--- config.mk ---
export PLATFORM = sky130hd
export DESIGN_NAME = ref_sample_gen
export DESIGN_NICKNAME = d
export VERILOG_FILES = /design/src/rtl/ref_sample_gen.sv
export SDC_FILE = /design/constraint.sdc
export NUM_CORES = 1
export LEC_CHECK = 0
export BUFFER_PORTS_ARGS = -buffer_cell sky130_fd_sc_hd__clkbuf_2
export CAP_MARGIN = 40
export CORE_MARGIN = 4
export CORE_UTILIZATION = 57
export DETAILED_ROUTE_END_ITERATION = 8
export HOLD_SLACK_MARGIN = 0.06
export PLACE_DENSITY = 0.85
export SKIP_CTS_REPAIR_TIMING = 1
export SLEW_MARGIN = 20
export SYNTH_ARGS = -nofsm -noshare
export SYNTH_HDL_FRONTEND = slang
export SYNTH_SLANG_ARGS = --single-unit
--- constraint.sdc ---
create_clock -name clk -period 2.8 [get_ports clk]
set_input_delay 0.42 -clock clk [delete_from_list [all_inputs] [get_ports clk]]
set_output_delay 0.42 -clock clk [all_outputs]
set_load 0.02 [all_outputs]
--- src/rtl/ref_sample_gen.sv ---
// ref_sample_gen
//   Builds the intra-prediction reference samples for one 8x8 block.
//   The 17 neighbours arrive serially in scan order:
//   LEFT7..LEFT0, CORNER, TOP0..TOP7 (index 0..16).
//   Unavailable samples are substituted, and two registered sets are produced:
//   angle  : substituted, unfiltered
//   planar : [1 2 1] smoothed (REF_FILTER_EN), otherwise a copy of angle
//
// Configuration macro: REF_FILTER_EN
//   defined   -> FILT state and the smoothing filter are built, so planar is
//                valid one cycle after angle.
//   undefined -> planar mirrors angle, and the latency is one cycle shorter.
//
// Ports
//   clk, rst_n          : clock, async active-low reset
//   start               : begin a new block (honoured in IDLE/DONE only)
//   pix_valid/pix_data/pix_avail, pix_ready : serial neighbour input
//   busy                : LOAD/SUBST/FILT in progress
//   ref_valid           : REF_* outputs hold a complete result
//   REF_{TOPi,LEFTi,CORNER}_{angle,planar} : reference sample outputs
module ref_sample_gen #(
  parameter int BIT_DEPTH = 8
) (
  input  logic                 clk,
  input  logic                 rst_n,
  input  logic                 start,
  input  logic                 pix_valid,
  input  logic [BIT_DEPTH-1:0] pix_data,
  input  logic                 pix_avail,
  output logic                 pix_ready,
  output logic                 busy,
  output logic                 ref_valid,
  output logic [BIT_DEPTH-1:0] REF_TOP0_angle,   REF_TOP1_angle,   REF_TOP2_angle,
  output logic [BIT_DEPTH-1:0] REF_TOP3_angle,   REF_TOP4_angle,   REF_TOP5_angle,
  output logic [BIT_DEPTH-1:0] REF_TOP6_angle,   REF_TOP7_angle,
  output logic [BIT_DEPTH-1:0] REF_LEFT0_angle,  REF_LEFT1_angle,  REF_LEFT2_angle,
  output logic [BIT_DEPTH-1:0] REF_LEFT3_angle,  REF_LEFT4_angle,  REF_LEFT5_angle,
  output logic [BIT_DEPTH-1:0] REF_LEFT6_angle,  REF_LEFT7_angle,
  output logic [BIT_DEPTH-1:0] REF_CORNER_angle,
  output logic [BIT_DEPTH-1:0] REF_TOP0_planar,  REF_TOP1_planar,  REF_TOP2_planar,
  output logic [BIT_DEPTH-1:0] REF_TOP3_planar,  REF_TOP4_planar,  REF_TOP5_planar,
  output logic [BIT_DEPTH-1:0] REF_TOP6_planar,  REF_TOP7_planar,
  output logic [BIT_DEPTH-1:0] REF_LEFT0_planar, REF_LEFT1_planar, REF_LEFT2_planar,
  output logic [BIT_DEPTH-1:0] REF_LEFT3_planar, REF_LEFT4_planar, REF_LEFT5_planar,
  output logic [BIT_DEPTH-1:0] REF_LEFT6_planar, REF_LEFT7_planar,
  output logic [BIT_DEPTH-1:0] REF_CORNER_planar
);

  localparam int N = 17;
  localparam logic [BIT_DEPTH-1:0] DEF_VAL = {1'b1, {(BIT_DEPTH-1){1'b0}}};

`ifdef REF_FILTER_EN
  typedef enum logic [2:0] {S_IDLE, S_LOAD, S_SUBST, S_FILT, S_DONE} state_t;
`else
  typedef enum logic [2:0] {S_IDLE, S_LOAD, S_SUBST, S_DONE} state_t;
`endif

  state_t               r_state, w_next;
  logic [4:0]           r_cnt;
  logic [BIT_DEPTH-1:0] r_pix  [N];
  logic                 r_avail[N];
  logic [BIT_DEPTH-1:0] r_ang  [N];
  logic [BIT_DEPTH-1:0] r_pla  [N];
  logic [BIT_DEPTH-1:0] w_sub  [N];
  logic                 w_xfer;
  logic                 w_start_ok;

  assign w_xfer     = pix_valid && (r_state == S_LOAD);
  assign w_start_ok = start && ((r_state == S_IDLE) || (r_state == S_DONE));

  // ---------------- FSM ----------------
  always_ff @(posedge clk or negedge rst_n) begin
    if (!rst_n) r_state <= S_IDLE;
    else        r_state <= w_next;
  end

  always_comb begin
    w_next    = r_state;
    pix_ready = 1'b0;
    busy      = 1'b0;
    ref_valid = 1'b0;
    case (r_state)
      S_IDLE:  if (start) w_next = S_LOAD;
      S_LOAD: begin
        pix_ready = 1'b1;
        busy      = 1'b1;
        if (w_xfer && (r_cnt == 5'd16)) w_next = S_SUBST;
      end
      S_SUBST: begin
        busy = 1'b1;
`ifdef REF_FILTER_EN
        w_next = S_FILT;
`else
        w_next = S_DONE;
`endif
      end
`ifdef REF_FILTER_EN
      S_FILT: begin
        busy   = 1'b1;
        w_next = S_DONE;
      end
`endif
      S_DONE: begin
        ref_valid = 1'b1;
        if (start) w_next = S_LOAD;
      end
      default: w_next = S_IDLE;
    endcase
  end

  // ---------------- substitution ----------------
  // The first available sample seeds the chain, so leading gaps copy it.
  // Every later gap copies whatever was produced for its predecessor.
  always_comb begin
    logic [BIT_DEPTH-1:0] v_first;
    logic [BIT_DEPTH-1:0] v_run;
    v_first = DEF_VAL;
    for (int k = N-1; k >= 0; k--)
      if (r_avail[k]) v_first = r_pix[k];
    v_run = v_first;
    for (int k = 0; k < N; k++) begin
      if (r_avail[k]) v_run = r_pix[k];
      w_sub[k] = v_run;
    end
  end

`ifdef REF_FILTER_EN
  // ---------------- [1 2 1] smoothing ----------------
  // The filter reads the angle registers during FILT.
  // Its endpoints pass through unchanged.
  logic [BIT_DEPTH-1:0] w_flt[N];
  always_comb begin
    logic [BIT_DEPTH+1:0] v_sum;
    v_sum      = '0;
    w_flt[0]   = r_ang[0];
    w_flt[N-1] = r_ang[N-1];
    for (int k = 1; k < N-1; k++) begin
      v_sum = {2'b00, r_ang[k-1]} + {1'b0, r_ang[k], 1'b0} + {2'b00, r_ang[k+1]}
            + (BIT_DEPTH+2)'(2);
      w_flt[k] = v_sum[BIT_DEPTH+1:2];
    end
  end
`endif

  // ---------------- datapath registers ----------------
  always_ff @(posedge clk or negedge rst_n) begin
    if (!rst_n) begin
      r_cnt <= '0;
      for (int k = 0; k < N; k++) begin
        r_pix[k]   <= '0;
        r_avail[k] <= 1'b0;
        r_ang[k]   <= '0;
        r_pla[k]   <= '0;
      end
    end else begin
      if (w_start_ok) r_cnt <= '0;
      if (w_xfer) begin
        r_pix[r_cnt]   <= pix_data;
        r_avail[r_cnt] <= pix_avail;
        r_cnt          <= r_cnt + 5'd1;
      end
      if (r_state == S_SUBST) begin
        for (int k = 0; k < N; k++) begin
          r_ang[k] <= w_sub[k];
`ifndef REF_FILTER_EN
          r_pla[k] <= w_sub[k];
`endif
        end
      end
`ifdef REF_FILTER_EN
      if (r_state == S_FILT)
        for (int k = 0; k < N; k++) r_pla[k] <= w_flt[k];
`endif
    end
  end

  // ---------------- output mapping (scan index -> name) ----------------
  assign REF_LEFT7_angle   = r_ang[0];   assign REF_LEFT7_planar  = r_pla[0];
  assign REF_LEFT6_angle   = r_ang[1];   assign REF_LEFT6_planar  = r_pla[1];
  assign REF_LEFT5_angle   = r_ang[2];   assign REF_LEFT5_planar  = r_pla[2];
  assign REF_LEFT4_angle   = r_ang[3];   assign REF_LEFT4_planar  = r_pla[3];
  assign REF_LEFT3_angle   = r_ang[4];   assign REF_LEFT3_planar  = r_pla[4];
  assign REF_LEFT2_angle   = r_ang[5];   assign REF_LEFT2_planar  = r_pla[5];
  assign REF_LEFT1_angle   = r_ang[6];   assign REF_LEFT1_planar  = r_pla[6];
  assign REF_LEFT0_angle   = r_ang[7];   assign REF_LEFT0_planar  = r_pla[7];
  assign REF_CORNER_angle  = r_ang[8];   assign REF_CORNER_planar = r_pla[8];
  assign REF_TOP0_angle    = r_ang[9];   assign REF_TOP0_planar   = r_pla[9];
  assign REF_TOP1_angle    = r_ang[10];  assign REF_TOP1_planar   = r_pla[10];
  assign REF_TOP2_angle    = r_ang[11];  assign REF_TOP2_planar   = r_pla[11];
  assign REF_TOP3_angle    = r_ang[12];  assign REF_TOP3_planar   = r_pla[12];
  assign REF_TOP4_angle    = r_ang[13];  assign REF_TOP4_planar   = r_pla[13];
  assign REF_TOP5_angle    = r_ang[14];  assign REF_TOP5_planar   = r_pla[14];
  assign REF_TOP6_angle    = r_ang[15];  assign REF_TOP6_planar   = r_pla[15];
  assign REF_TOP7_angle    = r_ang[16];  assign REF_TOP7_planar   = r_pla[16];

endmodule

==> impl_metrics.csv, run 1 <==
group,metric,value,unit
synthesis,synth_top_family_by_area,"compound AO/OA/AOI/OAI gates",
power,power.switching_fraction,0.454,
critical_path,worst_ep_arrival_time,3.18,ns
final_layout,top_register,"r_pix",
synthesis,yosys_warnings,0,
final_layout,largest_register_ff_count,136,
sta,hold_violations,0,
critical_path,timing.setup.critical_path_class,"flop to flop",
synthesis,synth.largest_area_cell,"dfrtp_1",
synthesis,synth-seq-cells,296,
global_routing,global_route_wire_length_before_repair,84700,um
floorplan,dieWidth,177,um
sta,grt_setup_unrepaired,"no",
final_layout,fillers,2193,
critical_path,timing.critical_path.from,"r_avail[3]$_DFFE_PN0P_",
run,max_cap_viol_count,0,
place,count_of_buffers_from_port_buffering,287,
floorplan,initial_utilization,0.581,
synthesis,synth_enable_flop_cells,0,
floorplan,row_count,61,
detailed_routing,route.vias.total,14100,
critical_path,timing.critical_path.from_type,"flop",
synthesis,synth.avg_cell_area,9.91,um2
synthesis,synthFlopType,"dfrtp_1",
sta,tightestPinTransition,0.937,ns
synthesis,muxShareOfSynthArea,0.121,
sta,timing.final.setup_violations,0,
power,p_leak,9.14,nW
clock_tree,clk_root_buffer_cell,"clkbuf_16",
clock_tree,cts_max_level,2,
global_routing,grt.met1_usage,0.536,
synthesis,synthTopCellsByCount,"dfrtp_1, nand2_1, mux2_2",
power,power_density,1190,nW/um2
clock_tree,cts.sinks,296,
global_routing,first_global_vias,13300,
global_routing,met3_routing_resource_usage_after_global_routing,0.0711,
critical_path,reg2reg_path_depth,9,
sta,post-route-period-util,0.991,
critical_path,path_common_cell,"buf_4",
global_routing,grt_start_max_net_pins,164,
synthesis,most_frequent_cell_after_synthesis,"dfrtp_1",
synthesis,post_synth_num_cell_types,75,
synthesis,synth_compound_gate_area_share,0.180,
hold_path,hold_path_class,"input port to flop",
critical_path,crit_slowest_cell,"dfrtp_1",
final_layout,num_antenna_cells,0,
synthesis,synth_xor_area_frac,0,
detailed_routing,ant_nets,0,
detailed_routing,drt_pass1_iterations,5,
critical_path,reg2reg_to,"REF_TOP1_planar[7]$_DFFE_PN0N_",
power,p_int,12.4,mW
final_layout,drive_gt1_frac,0.358,
sta,timing.fmax,360,MHz
synthesis,syn-instance-count,1644,
synthesis,area_share_of_the_leading_cell_type_in_the_synthesized_netlist,0.455,
sta,min_clock_period_post_route,2.77,ns
floorplan,floorplan.die.height,177,um
power,switchingPower,10.3,mW
synthesis,asyncSetResetFlopFracSynth,1.00,
global_routing,gr-max-usage-layer,"met1",
power,peakVddDrop,0.765,mV
final_layout,non_filler_instances,2239,
power,power_frac_comb,0.497,
synthesis,synth-seq-area-share,0.455,
detailed_routing,routed_wl,57000,um
synthesis,post_synthesis_simple_gate_area_fraction,0.138,
critical_path,worst_path_largest_cell_delay,0.46,ns
sta,finalHoldWorstSlack,0.219,ns
synthesis,syn-cell-area,16300,um2
floorplan,die_area,31300,um2
global_routing,grt_use_total,0.356,
sta,skew,0.0204,ns
critical_path,critical_path.top_delay_family,"compound AO/OA/AOI/OAI gates",
place,dpl.hpwl,42900,um
place,placed_insts,2179,
detailed_routing,wire_per_inst,25.5,um
clock_tree,cts_tree,"done",
synthesis,netlist_top_cells_area,"dfrtp_1, mux2_2, buf_4, nand2_1, a21oi_1",
global_routing,antenna_found_initial,1,
critical_path,worstSetupEndpointType,"flop",
power,power.share.sequential,0.293,
sta,slew_violations,0,
critical_path,worst_ep_required_time,3.21,ns
critical_path,timing.critical_path.buf_inv,2,
clock_tree,insertion_delay,0.53,ns
detailed_routing,drt_first_iter_violations,1730,
critical_path,setup.worst_path.end,"REF_TOP1_planar[7]$_DFFE_PN0N_",
sta,maxSlewHeadroom,0.371,
critical_path,rr_startpoint,"r_avail[3]$_DFFE_PN0P_",
outcome,outcome,"complete, no violations",
critical_path,path_max_fanout,11,
floorplan,core_area,28000,um2
clock_tree,clock_transition_time_at_the_flip_flop_clock_pins_of_the_worst_setup_and_hold_paths,0.06,ns
final_layout,flow.area_growth_from_synthesis,16.6,%
clock_tree,clock_path_buffers,3,
detailed_routing,drc_errors_left,0,
final_layout,reg_top3,"r_pix (136), r_avail (17)",
detailed_routing,via_per_inst,6.30,
place,finalWeightedCongestion,1.06,
floorplan,pin_count,288,
global_routing,overflow,0,
critical_path,reg2reg_setup_slack,0.03,ns
clock_tree,cts_buffers,34,
critical_path,count_of_cell_instances_traversed_by_the_critical_path,9,
final_layout,design.final.nets,1860,
critical_path,crit_chain,"buf_4 > or2_1 > o311ai_1 > buf_4 > a2111o_1 > nand3_1 > a21oi_2 > mux2i_1 > a221oi_1",
global_routing,groute.layer.met2.usage,0.526,
synthesis,syn_nets,1665,
power,p_clk_frac,0.211,
synthesis,post_synth_fa_ha_maj_area_fraction,0.00615,
[power groups by stage]
stage,Sequential [mW],Combinational (mW),Clock [mW]
floorplan,7.18,6.73,0
global route,6.73,12.0,4.98
global placement,6.56,10.9,0
CTS,6.57,11.1,4.81
finish,6.62,11.2,4.77
detailed placement,6.63,11.0,0
[per-layer routing]
| metal | share of wire | wire length [um] |
|---|---|---|
| met1 | 0.43 | 24400 |
| met2 | 0.43 | 24700 |
| met3 | 0.11 | 6020 |
| met4 | 0.032 | 1820 |
| met5 | 0 | 0 |
[tightest hold or removal path, cell delays in order]
cell	delay (ns)
clkbuf_2	0.10
nand2_1	0.06
a22o_1	0.12
[how the worst min path moves through the flow]
stage | start | end | slack [ns] | cells past startpoint
detailed placement | r_pix[132]$_DFFE_PN0P_ | r_pix[132]$_DFFE_PN0P_ | 0.49 | 1
finish | start | r_state[1]$_DFFE_PN0P_ | 0.22 | 3
global route | start | r_state[1]$_DFFE_PN0P_ | 0.22 | 3
floorplan | rst_n | REF_CORNER_planar[0]$_DFFE_PN0N_ | 0.12 | 0
CTS | rst_n | r_pix[114]$_DFFE_PN0P_ | 0.001 | 1
global placement | r_pix[93]$_DFFE_PN0P_ | r_pix[93]$_DFFE_PN0P_ | 0.48 | 1
[metrics by stage]
step | total power, mW | utilization | cell area [um2] | worst slack (ns) | TNS [ns]
2_1_floorplan | 13.9 | - | 16300 | 0.412 | 0
3_3_place_gp | 17.4 | 0.633 | 17700 | -0.0347 | -0.0347
3_5_place_dp | 17.6 | 0.633 | 17700 | -0.0726 | -0.0726
4_1_cts | 22.4 | 0.676 | 18900 | -0.117 | -0.117
5_1_grt | 23.7 | 0.678 | 19000 | 0.00114 | 0
6_report | 22.6 | 0.678 | 19000 | 0.0254 | 0
[cells in the final DEF, fill, tap and decap left out, types with 20 or more instances in the layout]
| cell type | Yosys | routed |
|---|---|---|
| dfrtp_1 | 296 | 295 |
| a21o_1 | 28 | 28 |
| clkbuf_16 | 0 | 37 |
| mux2_2 | 163 | 163 |
| clkbuf_2 | 0 | 286 |
| nand2b_1 | 25 | 25 |
| a211oi_1 | 26 | 26 |
| nor3b_1 | 21 | 21 |
| a31oi_1 | 27 | 26 |
| a221o_1 | 20 | 20 |
| nand2_1 | 167 | 167 |
| o21ai_0 | 88 | 88 |
| o31ai_1 | 36 | 34 |
| nor2b_1 | 43 | 42 |
| nor2_1 | 101 | 101 |
| a21oi_1 | 89 | 88 |
| inv_1 | 28 | 27 |
| buf_4 | 140 | 107 |
[cells by family (layout without fill, tap and decap cells)]
group / after synthesis / after routing
fa+ha+maj: 8 / 8
flops: 296 / 296
compound gates: 430 / 430
mux: 176 / 176
buf+inv: 277 / 494
simple gates: 457 / 457
[area by class of cell]
cell class                      instances  area (um2)  share of cell area
Inverter                               30         113             0.00593
Clock inverter                         10         166             0.00876
Tap cell                              378         473              0.0249
Multi-Input combinational cell       1071        7320               0.385
Timing Repair Buffer                  406        2480               0.131
Clock buffer                           48        1040              0.0546
Sequential cell                       296        7410               0.390
No activity file was read; power rests on OpenSTA's default activity.
==> run 2, diff against run 1 <==
CORE_UTILIZATION = 50   (was 57)
PLACE_DENSITY = 0.77   (was 0.85)
==> run 2 against run 1 <==
  * Clock skew rose by 0.0018 ns
  * Core utilization fell by 8.0 points
  * Via count is 0.13% lower
  * Power fell by 2.4%
  * Clock power decreased by 13%
  * Largest power group unchanged
  * First-iteration DRC count decreased by 10%
  * Non-clock buffer count increased by 23
==> impl_metrics.csv, run 2 (synthesized netlist as in run 1, its figures left out) <==
group,metric,value,unit
outcome,outcome,"complete, no violations",
critical_path,worstSetupEndpointType,"flop",
sta,grt_setup_unrepaired,"no",
detailed_routing,via_per_inst,6.08,
critical_path,path_max_fanout,12,
floorplan,core_area,31900,um2
place,post_dp_cell_area,18000,um2
detailed_routing,drt_first_iter_violations,1551,
hold_path,hold_path_class,"input port to flop",
detailed_routing,ant_nets,0,
floorplan,dieWidth,188,um
sta,hold_violations,0,
power,switchingPower,10.1,mW
critical_path,reg2reg_setup_slack,0.03,ns
run,max_cap_viol_count,0,
detailed_routing,route.vias.total,14100,
final_layout,design.final.nets,1880,
critical_path,reg2reg_path_depth,8,
detailed_routing,drc_errors_left,0,
detailed_routing,drt_pass1_iterations,6,
detailed_routing,routed_wl,56600,um
floorplan,pin_count,288,
sta,min_clock_period_post_route,2.77,ns
critical_path,rr_startpoint,"r_avail[3]$_DFFE_PN0P_",
final_layout,num_antenna_cells,0,
clock_tree,insertion_delay,0.58,ns
place,finalWeightedCongestion,0.989,
clock_tree,clock_path_buffers,3,
critical_path,reg2reg_to,"REF_TOP0_planar[1]$_DFFE_PN0N_",
critical_path,timing.setup.critical_path_class,"flop to flop",
power,power_frac_comb,0.512,
power,peakVddDrop,0.963,mV
final_layout,top_register,"r_pix",
global_routing,global_route_wire_length_before_repair,84100,um
global_routing,overflow,0,
sta,timing.final.setup_violations,0,
clock_tree,cts.sinks,296,
sta,skew,0.0222,ns
critical_path,setup.worst_path.end,"REF_TOP0_planar[1]$_DFFE_PN0N_",
power,power.share.sequential,0.300,
sta,finalHoldWorstSlack,0.142,ns
hold_path,min_path_cells,3,
sta,tightestPinTransition,0.907,ns
final_layout,mostFrequentLayoutCells,"dfrtp_1, clkbuf_2, nand2_1, mux2_2, buf_4",
global_routing,antenna_found_initial,0,
floorplan,row_count,65,
final_layout,flow.area_growth_from_synthesis,17.1,%
power,p_int,11.9,mW
place,count_of_buffers_from_port_buffering,287,
place,dpl.hpwl,42700,um
final_layout,drive_gt1_frac,0.366,
critical_path,timing.critical_path.from_type,"flop",
final_layout,largest_register_ff_count,136,
power,p_leak,9.17,nW
clock_tree,clk_root_buffer_cell,"clkbuf_16",
detailed_routing,wire_per_inst,24.4,um
clock_tree,cts_max_level,1,
clock_tree,cts_tree,"done",
critical_path,worst_ep_arrival_time,3.23,ns
global_routing,grt_start_max_net_pins,107,
sta,slew_violations,0,
critical_path,timing.critical_path.from,"r_avail[3]$_DFFE_PN0P_",
final_layout,layout.cells.most_common,"dfrtp_1",
power,finalPower,22.1,mW
floorplan,floorplan.die.height,188,um
clock_tree,cts_buffers,31,
sta,maxSlewHeadroom,0.393,
global_routing,grt_use_total,0.306,
floorplan,initial_utilization,0.511,
final_layout,stdcell_area,19100,um2
final_layout,reg_top3,"r_pix (136), r_avail (17)",
power,p_clk_frac,0.188,
critical_path,worst_ep_required_time,3.26,ns
sta,timing.fmax,361,MHz
power,power_density,1160,nW/um2
sta,post-route-period-util,0.989,
power,power.switching_fraction,0.459,
global_routing,first_global_vias,13300,
clock_tree,clock_transition_time_at_the_flip_flop_clock_pins_of_the_worst_setup_and_hold_paths,0.06,ns
floorplan,die_area,35500,um2
-- run 2: changes by cell type in the layout (fill, tap and decap cells not counted), sizes merged --
cell      change
buf          +23
clkinvlp      -1
clkbuf        -5
clkinv        +4
bufinv        -1
-- run 2: final cells by class --
type / count / area [um2]
inverter: 30 / 113
clock inverter: 12 / 141
fill: 2799 / 12800
multi-input combinational: 1071 / 7360
sequential: 296 / 7410
tap: 435 / 544
timing repair buffer: 429 / 2640
clock buffer: 43 / 871
-- run 2: per-stage QoR --
stage	utilization	setup TNS (ns)	setup WS (ns)	std cells
floorplan	-	0	0.412	1644
global placement	0.563	-0.265	-0.131	2259
detailed placement	0.564	-0.473	-0.149	2260
CTS	0.595	-0.647	-0.177	2315
global route	0.598	0	0.00508	2316
finish	0.598	0	0.0312	2316
-- run 2: how the worst min path moves through the flow --
stage / from / endpoint / slack [ns]
6_report: start / r_state[1]$_DFFE_PN0P_ / 0.14
5_1_grt: start / r_state[1]$_DFFE_PN0P_ / 0.13
3_3_place_gp: rst_n / r_pix[105]$_DFFE_PN0P_ / 0.48
3_5_place_dp: rst_n / r_pix[105]$_DFFE_PN0P_ / 0.48
4_1_cts: rst_n / r_pix[30]$_DFFE_PN0P_ / -0.11
2_1_floorplan: rst_n / REF_CORNER_planar[0]$_DFFE_PN0N_ / 0.12
-- run 2: power by group through the flow --
stage                     clock network [mW]  logic (mW)  registers (mW)
after floorplan                            0        6.73            7.18
after global placement                     0        10.9            6.59
after detailed placement                   0        11.1            6.63
after CTS                               4.20        11.1            6.57
after global routing                    4.39        12.0            6.75
final                                   4.16        11.3            6.61
-- run 2: per-layer routing --
| layer | global-route usage | wire length, um |
|---|---|---|
| met1 | 0.441 | 23900 |
| met2 | 0.468 | 25000 |
| met3 | 0.0743 | 6130 |
| met4 | 0.0804 | 1500 |
| met5 | 0 | 0 |
-- run 2: critical path: stages, from the launching register on --
cell	delay (ns)
dfrtp_1	0.50
nor2_1	0.40
buf_4	0.21
a311oi_1	0.11
o2111ai_1	0.40
a31oi_1	0.20
a21oi_1	0.38
o31ai_2	0.16
mux2_2	0.28
